[config.mk]
export PLATFORM = sky130hd
export DESIGN_NAME = dsp_cmd_driver
export DESIGN_NICKNAME = d
export VERILOG_FILES = /design/src/rtl/dsp_cmd_driver.sv
export SDC_FILE = /design/constraint.sdc
export NUM_CORES = 1
export LEC_CHECK = 0
export CAP_MARGIN = 40
export CORE_AREA = 2 2 331 333
export CTS_BUF_LIST = sky130_fd_sc_hd__clkbuf_4 sky130_fd_sc_hd__clkbuf_8
export DETAILED_ROUTE_END_ITERATION = 16
export DIE_AREA = 0 0 333 335
export PLACE_DENSITY = 0.62
export SLEW_MARGIN = 20
export SYNTH_ARGS = -nofsm -noshare
export SYNTH_HDL_FRONTEND = slang
export SYNTH_SLANG_ARGS = --single-unit
[constraint.sdc]
create_clock -name clk -period 2.7 [get_ports clk]
set_input_delay 0.27 -clock clk [delete_from_list [all_inputs] [get_ports clk]]
set_output_delay 0.27 -clock clk [all_outputs]
set_load 0.005 [all_outputs]
[src/rtl/dsp_cmd_driver.sv]
// -----------------------------------------------------------------------------
// dsp_cmd_driver
//
// Initiator-side front end for the DSP vector unit. The CPU loads eight A and
// eight B operand words, then issues a command. The block presents the
// operands and op code to the DSP, pulses dsp_start once, waits for dsp_done
// (bounded by TIMEOUT cycles), captures the eight result words and raises an
// interrupt.
//
// Ports
//   clk, rst               clock (posedge) / asynchronous active-low reset
//   wr_en/wr_addr/wr_data  operand write: addr 0-7 -> A[addr], 8-15 -> B[addr-8]
//   cmd_valid/cmd_op       command request and op (00 add, 01 mul, 11 sub, 10 FIR)
//   cmd_ready              high only while idle
//   rd_addr/rd_data        combinational read-back of captured results
//   busy                   high whenever not idle
//   res_valid              results captured; cleared by the next accepted command
//   err                    timeout flag; sticky until the next accepted command
//   irq                    one-cycle pulse on completion or timeout
//   dsp_start              one-cycle start pulse to the DSP
//   dsp_operation          op code held for the whole run
//   dsp_A/dsp_B            operand registers
//   dsp_result/dsp_done    DSP result words and one-cycle completion pulse
// -----------------------------------------------------------------------------
module dsp_cmd_driver #(
   parameter int unsigned TIMEOUT = 256
) (
   input  logic        clk,
   input  logic        rst,
   input  logic        wr_en,
   input  logic [3:0]  wr_addr,
   input  logic [31:0] wr_data,
   input  logic        cmd_valid,
   input  logic [1:0]  cmd_op,
   output logic        cmd_ready,
   input  logic [2:0]  rd_addr,
   output logic [31:0] rd_data,
   output logic        busy,
   output logic        res_valid,
   output logic        err,
   output logic        irq,
   output logic        dsp_start,
   output logic [1:0]  dsp_operation,
   output logic [31:0] dsp_A [8],
   output logic [31:0] dsp_B [8],
   input  logic [31:0] dsp_result [8],
   input  logic        dsp_done
);

   localparam int unsigned CNT_W = $clog2(TIMEOUT + 1);
   localparam logic [CNT_W-1:0] CNT_LAST = CNT_W'(TIMEOUT - 1);

   typedef enum logic [2:0] {
      IDLE  = 3'd0,
      SETUP = 3'd1,
      START = 3'd2,
      WAIT  = 3'd3,
      DONE  = 3'd4
   } state_t;

   state_t           state_q;
   logic [CNT_W-1:0] cnt_q;
   logic [1:0]       op_q;
   logic             start_q;
   logic             res_valid_q;
   logic             err_q;
   logic             irq_q;
   logic [31:0]      a_q   [8];
   logic [31:0]      b_q   [8];
   logic [31:0]      res_q [8];

   // Each state's actions are registered on the edge that leaves the state,
   // so dsp_start is high in the first WAIT cycle (two cycles after the
   // accept edge) and res_valid/irq rise one cycle after dsp_done is sampled.
   always_ff @(posedge clk or negedge rst) begin
      if (!rst) begin
         state_q     <= IDLE;
         cnt_q       <= '0;
         op_q        <= '0;
         start_q     <= 1'b0;
         res_valid_q <= 1'b0;
         err_q       <= 1'b0;
         irq_q       <= 1'b0;
         // NOTE: the operand and result arrays are small register files whose
         // reset value is visible on the ports, so they are reset explicitly
         // rather than left to power-up contents.
         for (int i = 0; i < 8; i++) begin
            a_q[i]   <= '0;
            b_q[i]   <= '0;
            res_q[i] <= '0;
         end
      end else begin
         // NOTE: non-blocking assignments throughout; the pulse defaults below
         // are overridden later in the same block by the state that fires them.
         start_q <= 1'b0;
         irq_q   <= 1'b0;
         case (state_q)
            IDLE: begin
               // A write in the same cycle as the command lands on the same
               // edge, so the issued command already sees the new word.
               if (wr_en) begin
                  if (wr_addr[3]) b_q[wr_addr[2:0]] <= wr_data;
                  else            a_q[wr_addr[2:0]] <= wr_data;
               end
               if (cmd_valid) begin
                  op_q        <= cmd_op;
                  res_valid_q <= 1'b0;
                  err_q       <= 1'b0;
                  state_q     <= SETUP;
               end
            end
            // One quiet cycle so the DSP sees a stable op code while idle.
            SETUP: state_q <= START;
            START: begin
               start_q <= 1'b1;
               cnt_q   <= '0;
               state_q <= WAIT;
            end
            WAIT: begin
               if (dsp_done) begin
                  for (int i = 0; i < 8; i++) res_q[i] <= dsp_result[i];
                  state_q <= DONE;
               end else if (cnt_q == CNT_LAST) begin
                  err_q   <= 1'b1;
                  irq_q   <= 1'b1;
                  state_q <= IDLE;
               end else begin
                  cnt_q <= cnt_q + 1'b1;
               end
            end
            DONE: begin
               res_valid_q <= 1'b1;
               irq_q       <= 1'b1;
               state_q     <= IDLE;
            end
            default: state_q <= IDLE;
         endcase
      end
   end

   assign cmd_ready     = (state_q == IDLE);
   assign busy          = (state_q != IDLE);
   assign res_valid     = res_valid_q;
   assign err           = err_q;
   assign irq           = irq_q;
   assign dsp_start     = start_q;
   assign dsp_operation = op_q;
   assign dsp_A         = a_q;
   assign dsp_B         = b_q;
   // Read-back is live in every state; during a run it still shows the
   // previous command's results.
   assign rd_data       = res_q[rd_addr];

endmodule

* Yosys cells after proc, flatten, opt, wreduce, memory -nomap -nowiden
Index checks and enable logic that the tools add are counted.
** Storage, ports and cells
- Register bits after elaboration :: 786
- Bits in latches :: 0
- Memory bits (writable) :: 0
- Memory bits (read-only) :: 0
- Input port bits :: 302
- Output and inout bits :: 552
- Memories kept :: 0
** Cells by class
- $add $sub $neg :: 1
- Multiply operators :: 0
- Divide/modulo/power cells :: 0
- $lt $le $gt $ge :: 3
- Eq/ne operators :: 10
- Shift operators :: 0
- Mux-type cells :: 23
- Bitwise operators :: 3
- Reductions and logical operators :: 14
** Operator list (number)
- bitwise mux 256 bit :: 2
- binary-select mux 32 bit (select 3 bit) :: 1
- demux 32 bit (select 3 bit) :: 1
- two-way mux 32 bit :: 3
- two-way mux 9 bit :: 2
- case mux 9 bit (2 select lines) :: 1
- case mux 3 bit (4 select lines) :: 1
- adder 9 x 1 -> 9 bit, second input constant :: 1
- equality test 9 x 8 -> 1 bit, second input constant :: 1
- two-way mux 3 bit :: 3
- AND reduction 3 bit :: 3
- greater-or-equal comparator 4 bit, second input constant :: 2
- inequality test 2 bit, second input constant :: 4
- NOT 3 -> 4 bit :: 2
- AND reduction 2 bit :: 4
- equality test 3 x 2 -> 1 bit, second input constant :: 2
- two-way mux 1 bit :: 6
- case mux 1 bit (2 select lines) :: 3
- nonzero test 2 bit :: 3
- less-than comparator 4 x 1 -> 1 bit, second input constant :: 1
- AND reduction 4 bit :: 1
- equality test 3 x 1 -> 1 bit, second input constant :: 1
- equality test 3 bit, second input constant :: 1
- zero test 3 bit :: 1
- other kinds (4) :: 4

* Logic depth before layout (Yosys ltp)
- Depth in word-level cells :: 6
- Depth in mapped cells :: 7
- Depth with buffers taken out :: 7

* Worst setup path before layout
OpenSTA, ideal clock, no wires.
- Kind :: reg-to-reg
- From :: register state_q[1]
- To :: register b_q (netlist bit dsp_B[10])
- Arrival time :: 2.083 ns
- Data required time :: 2.575 ns
- Setup slack :: 0.492 ns
- Cell stages (with the launch flop) :: 7
- Path buffers :: 3
- Clock period less this slack :: 2.208 ns
- Cell sequence :: dfrtp_1 -> buf_6 -> or4b_4 -> or4_1 -> buf_2 -> buf_6 -> mux2_4
** Between the ends
- Longest elaborated chain between the ends :: 2
** Ends and longest elaborated chain
- from (decl) :: line 61 : state_t state_q;
- from (signal assigned) :: line 77 : state_q <= IDLE;
- from (signal assigned) :: line 109 : state_q <= SETUP;
- from (signal assigned) :: line 113 : SETUP: state_q <= START;
- zero test 3 bit :: line 97 : case (state_q)
- AND reduction 3 bit (no source line)
- to (signal, indexed assignment) :: line 102 : if (wr_addr[3]) b_q[wr_addr[2:0]] <= wr_data;
- to (decl) :: line 69 : logic [31:0] b_q [8];
No other way between the ends.
A chain may end at the register's enable or synchronous reset.

* Final worst setup path
- From :: register res_q[236] (netlist name)
- To :: output rd_data[12]
** Between the ends
- Longest elaborated chain between the ends :: 3
** Ends and longest elaborated chain
- from (decl) :: line 70 : logic [31:0] res_q [8];
- from (signal, indexed assignment) :: line 90 : res_q[i] <= '0;
- binary-select mux 32 bit (select 3 bit) :: line 152 : assign rd_data = res_q[rd_addr];
- two-way mux 32 bit (not written as such) (2 in a row) :: line 152
- to (decl) :: line 37 : output logic [31:0] rd_data,
No other way between the ends. The select of a mux whose other input is x is not followed.

==> results.json <==
{
  "status": "completed",
  "clock_skew_ps": 31.8,
  "final.period_utilization_pct": 94.0,
  "max_stage_delay_ps": 520,
  "max_freq_mhz": 394,
  "maxSlewHeadroom_pct": 42.7,
  "rsz0062_at_grt": "false",
  "syn_area_per_cell_sq_um": 16.7,
  "areaGrowthSynthToFinish_pct": 49.6,
  "antenna_found_initial": 16,
  "worst_pin_slew_ps": 857,
  "grt_max_degree": 110,
  "boundaryPins": 854,
  "synthesis.area_sq_um": 31500,
  "yosysTopAreaCell": "dfrtp_1",
  "setup_viol": 0,
  "crit_path_max_fanout": 2,
  "critPathLaunchType": "register",
  "ctsLongestPathBuffers": 3,
  "initial_core_util_pct": 29.1,
  "ff_latch_area_sq_um": 19700,
  "crit_path_cell_trace": "mux4_2, mux2_2, dlygate4sd2_1",
  "die-area_sq_um": 112000,
  "ys.flop_type": "dfrtp_1",
  "crit_required_ps": 2430,
  "synthCells": 1885,
  "drc": 0,
  "power_mw": 47.4,
  "yosysMostFrequentCell": "dfrtp_1",
  "final_nets": 3314,
  "wire_per_inst_microns": 22.9,
  "drive_gt1_share_pct": 39.0,
  "async_flop_share_pct": 100,
  "synth_edf_count": 0,
  "powerDensity_nw_per_um2": 1010,
  "combPwrFrac_pct": 34.6,
  "antenna_left": 0,
  "place_congestion": 0.783,
  "end_kind": "output pin",
  "synth-seq-area-share_pct": 62.5,
  "n_fill_cell": 9770,
  "numPortBuffers": 853,
  "min_period_ps": 2540,
  "placed_cell_area_sq_um": 42300,
  "critPathSlowestCell": "mux4_2",
  "routed_wirelength_microns": 104000,
  "hp-class": "in2reg",
  "max_cap_violations": 0,
  "dp_hpwl_microns": 73600,
  "place_ws_ps": 86.4,
  "p_int_mw": 34.2,
  "finalHoldViolCount": 0,
  "maxSlewViolCount": 0,
  "syn_nets": 2189,
  "chipHeight_microns": 335,
  "path_clk_slew_ps": 60,
  "rows": 121,
  "grt_pass1_wl_microns": 152000,
  "setup_tns_ps": 0,
  "synth_top_cell_area_share_pct": 62.5,
  "p_switching_mw": 13.1,
  "yosysUniqueCellTypes": 41,
  "cts_setup_buffers": 0,
  "ir_worst_vdd_v": 0.000515,
  "cts_tree": "done",
  "yosys-top-cells-count": "dfrtp_1, mux2_2, clkbuf_1",
  "grt_remaining_overflow": 0,
  "cp.arrival_ps": 2270,
  "grt_pass1_vias": 22000,
  "track_usage_pct": 18.4,
  "yosysWarnings": 0,
  "seqPwrFrac_pct": 40.7,
  "drt-initial-drc-count": 835,
  "numCtsBuffers": 139,
  "die_width_microns": 333,
  "crit_buf_inv": 1,
  "multi_input_area_sq_um": 11300,
  "vias_per_cell": 4.62,
  "htree_levels": 4,
  "crit_family": "multiplexers",
  "ctsRootBufferMaster": "clkbuf_8",
  "path_class": "reg2out",
  "clkPwrFrac_pct": 24.7,
  "ys_ff_latch": 786,
  "num_vias": 20900,
  "fp.coreArea_sq_um": 108000,
  "synth.area.top_cells": "dfrtp_1, mux2_2, mux4_2, mux2_4, clkbuf_1",
  "worst_slack_ps": 163,
  "dr.pass1.iters": 4,
  "clock_sinks": 786,
  "p_leak_nw": 20.9,
  "final_cell_area_sq_um": 47100,
  "switching_share_pct": 27.7,
  "clk_latency_ps": 780
}
## path summary, 6_finish.rpt
check / startpoint / endpoint / slack (ps) / cells past startpoint
hold / removal: dsp_result[200] / res_q[200]$_DFFE_PN0P_ / 120 / 2
setup / recovery: res_q[236]$_DFFE_PN0P_ / rd_data[12] / 160 / 3
setup reg to reg: state_q[0]$_DFFE_PN0P_ / dsp_B[18]$_DFFE_PN0P_ / 370 / 4
max in group asynchronous: rst / dsp_B[115]$_DFFE_PN0P_ / 1720 / 3
min in group asynchronous: rst / state_q[1]$_DFFE_PN0P_ / 300 / 3
hold reg to reg: dsp_A[2]$_DFFE_PN0P_ / dsp_A[2]$_DFFE_PN0P_ / 490 / 1
## registers in the layout, summed over array words and instances (netlist names)
| name | flops |
|---|---|
| cnt_q | 9 |
| dsp_A | 256 |
| dsp_B | 256 |
| dsp_operation | 2 |
| dsp_start | 1 |
| err | 1 |
| irq | 1 |
| res_q | 256 |
| res_valid | 1 |
| state_q | 3 |
## power groups by stage
stage               registers [mW]  logic [mW]  clock network (mW)
finish                        19.3        16.4                11.7
global route                  19.8        17.4                12.6
floorplan                     19.0        6.81                   0
detailed placement            19.4        16.5                   0
global placement              19.3        16.3                   0
CTS                           19.2        16.6                12.1
## kinds of logic after synthesis
| logic type | Yosys count | synth area share [%] |
|---|---|---|
| flip-flops | 786 | 62.5 |
| adder cells (fa/ha/maj) | 2 | 0.0795 |
| AO/OA/AOI/OAI | 26 | 0.644 |
| AND/OR/NAND/NOR | 61 | 1.15 |
| multiplexers | 866 | 33.6 |
| buffers and inverters | 144 | 1.97 |
## metal layers
layer	global-route usage [%]	part of all wire [%]	up-vias
met2	31.1	50	747
met5	0	0.12	-
li1	-	-	9117
met1	21.9	40	10800
met3	5.86	7.6	175
met4	6.47	2.9	18
## layout by cell type, fill, tap and decap left out, types with 15 or more instances in the layout
master | synthesis | routed
clkdlybuf4s50_1 | 0 | 817
dfrtp_1 | 786 | 786
mux2_2 | 766 | 760
dlygate4sd3_1 | 0 | 175
clkbuf_8 | 0 | 166
mux4_2 | 64 | 64
buf_4 | 0 | 56
clkbuf_4 | 0 | 49
mux2_4 | 30 | 36
buf_12 | 0 | 31
dlygate4sd2_1 | 0 | 29
nand2_1 | 15 | 15
## per-stage QoR
| stage | util, % | cells | hold slack [ps] |
|---|---|---|---|
| 2_1_floorplan | - | 1885 | -25.6 |
| 3_3_place_gp | 39.1 | 4100 | 281 |
| 3_5_place_dp | 39.1 | 4104 | 281 |
| 4_1_cts | 43.5 | 4518 | 0.0283 |
| 5_1_grt | 43.5 | 4526 | 25.9 |
| 6_report | 43.6 | 4527 | 121 |
## cell type report
cell class,instances,share of cell area (%)
antenna,6,0.0319
clock buffer,215,5.63
clock inverter,23,0.643
inverter,8,0.0638
multi-input combinational,955,23.9
sequential,786,41.8
tap,1414,3.76
timing repair buffer,1120,24.2
## repair_timing
action / 4_1_cts / 5_1_grt
resized for setup: 43 / 1
endpoints found under the hold margin: 876 / 0
hold buffers: 176 / 0
setup endpoints to repair: 33 / 1
Power figures use the tool's default switching activity.
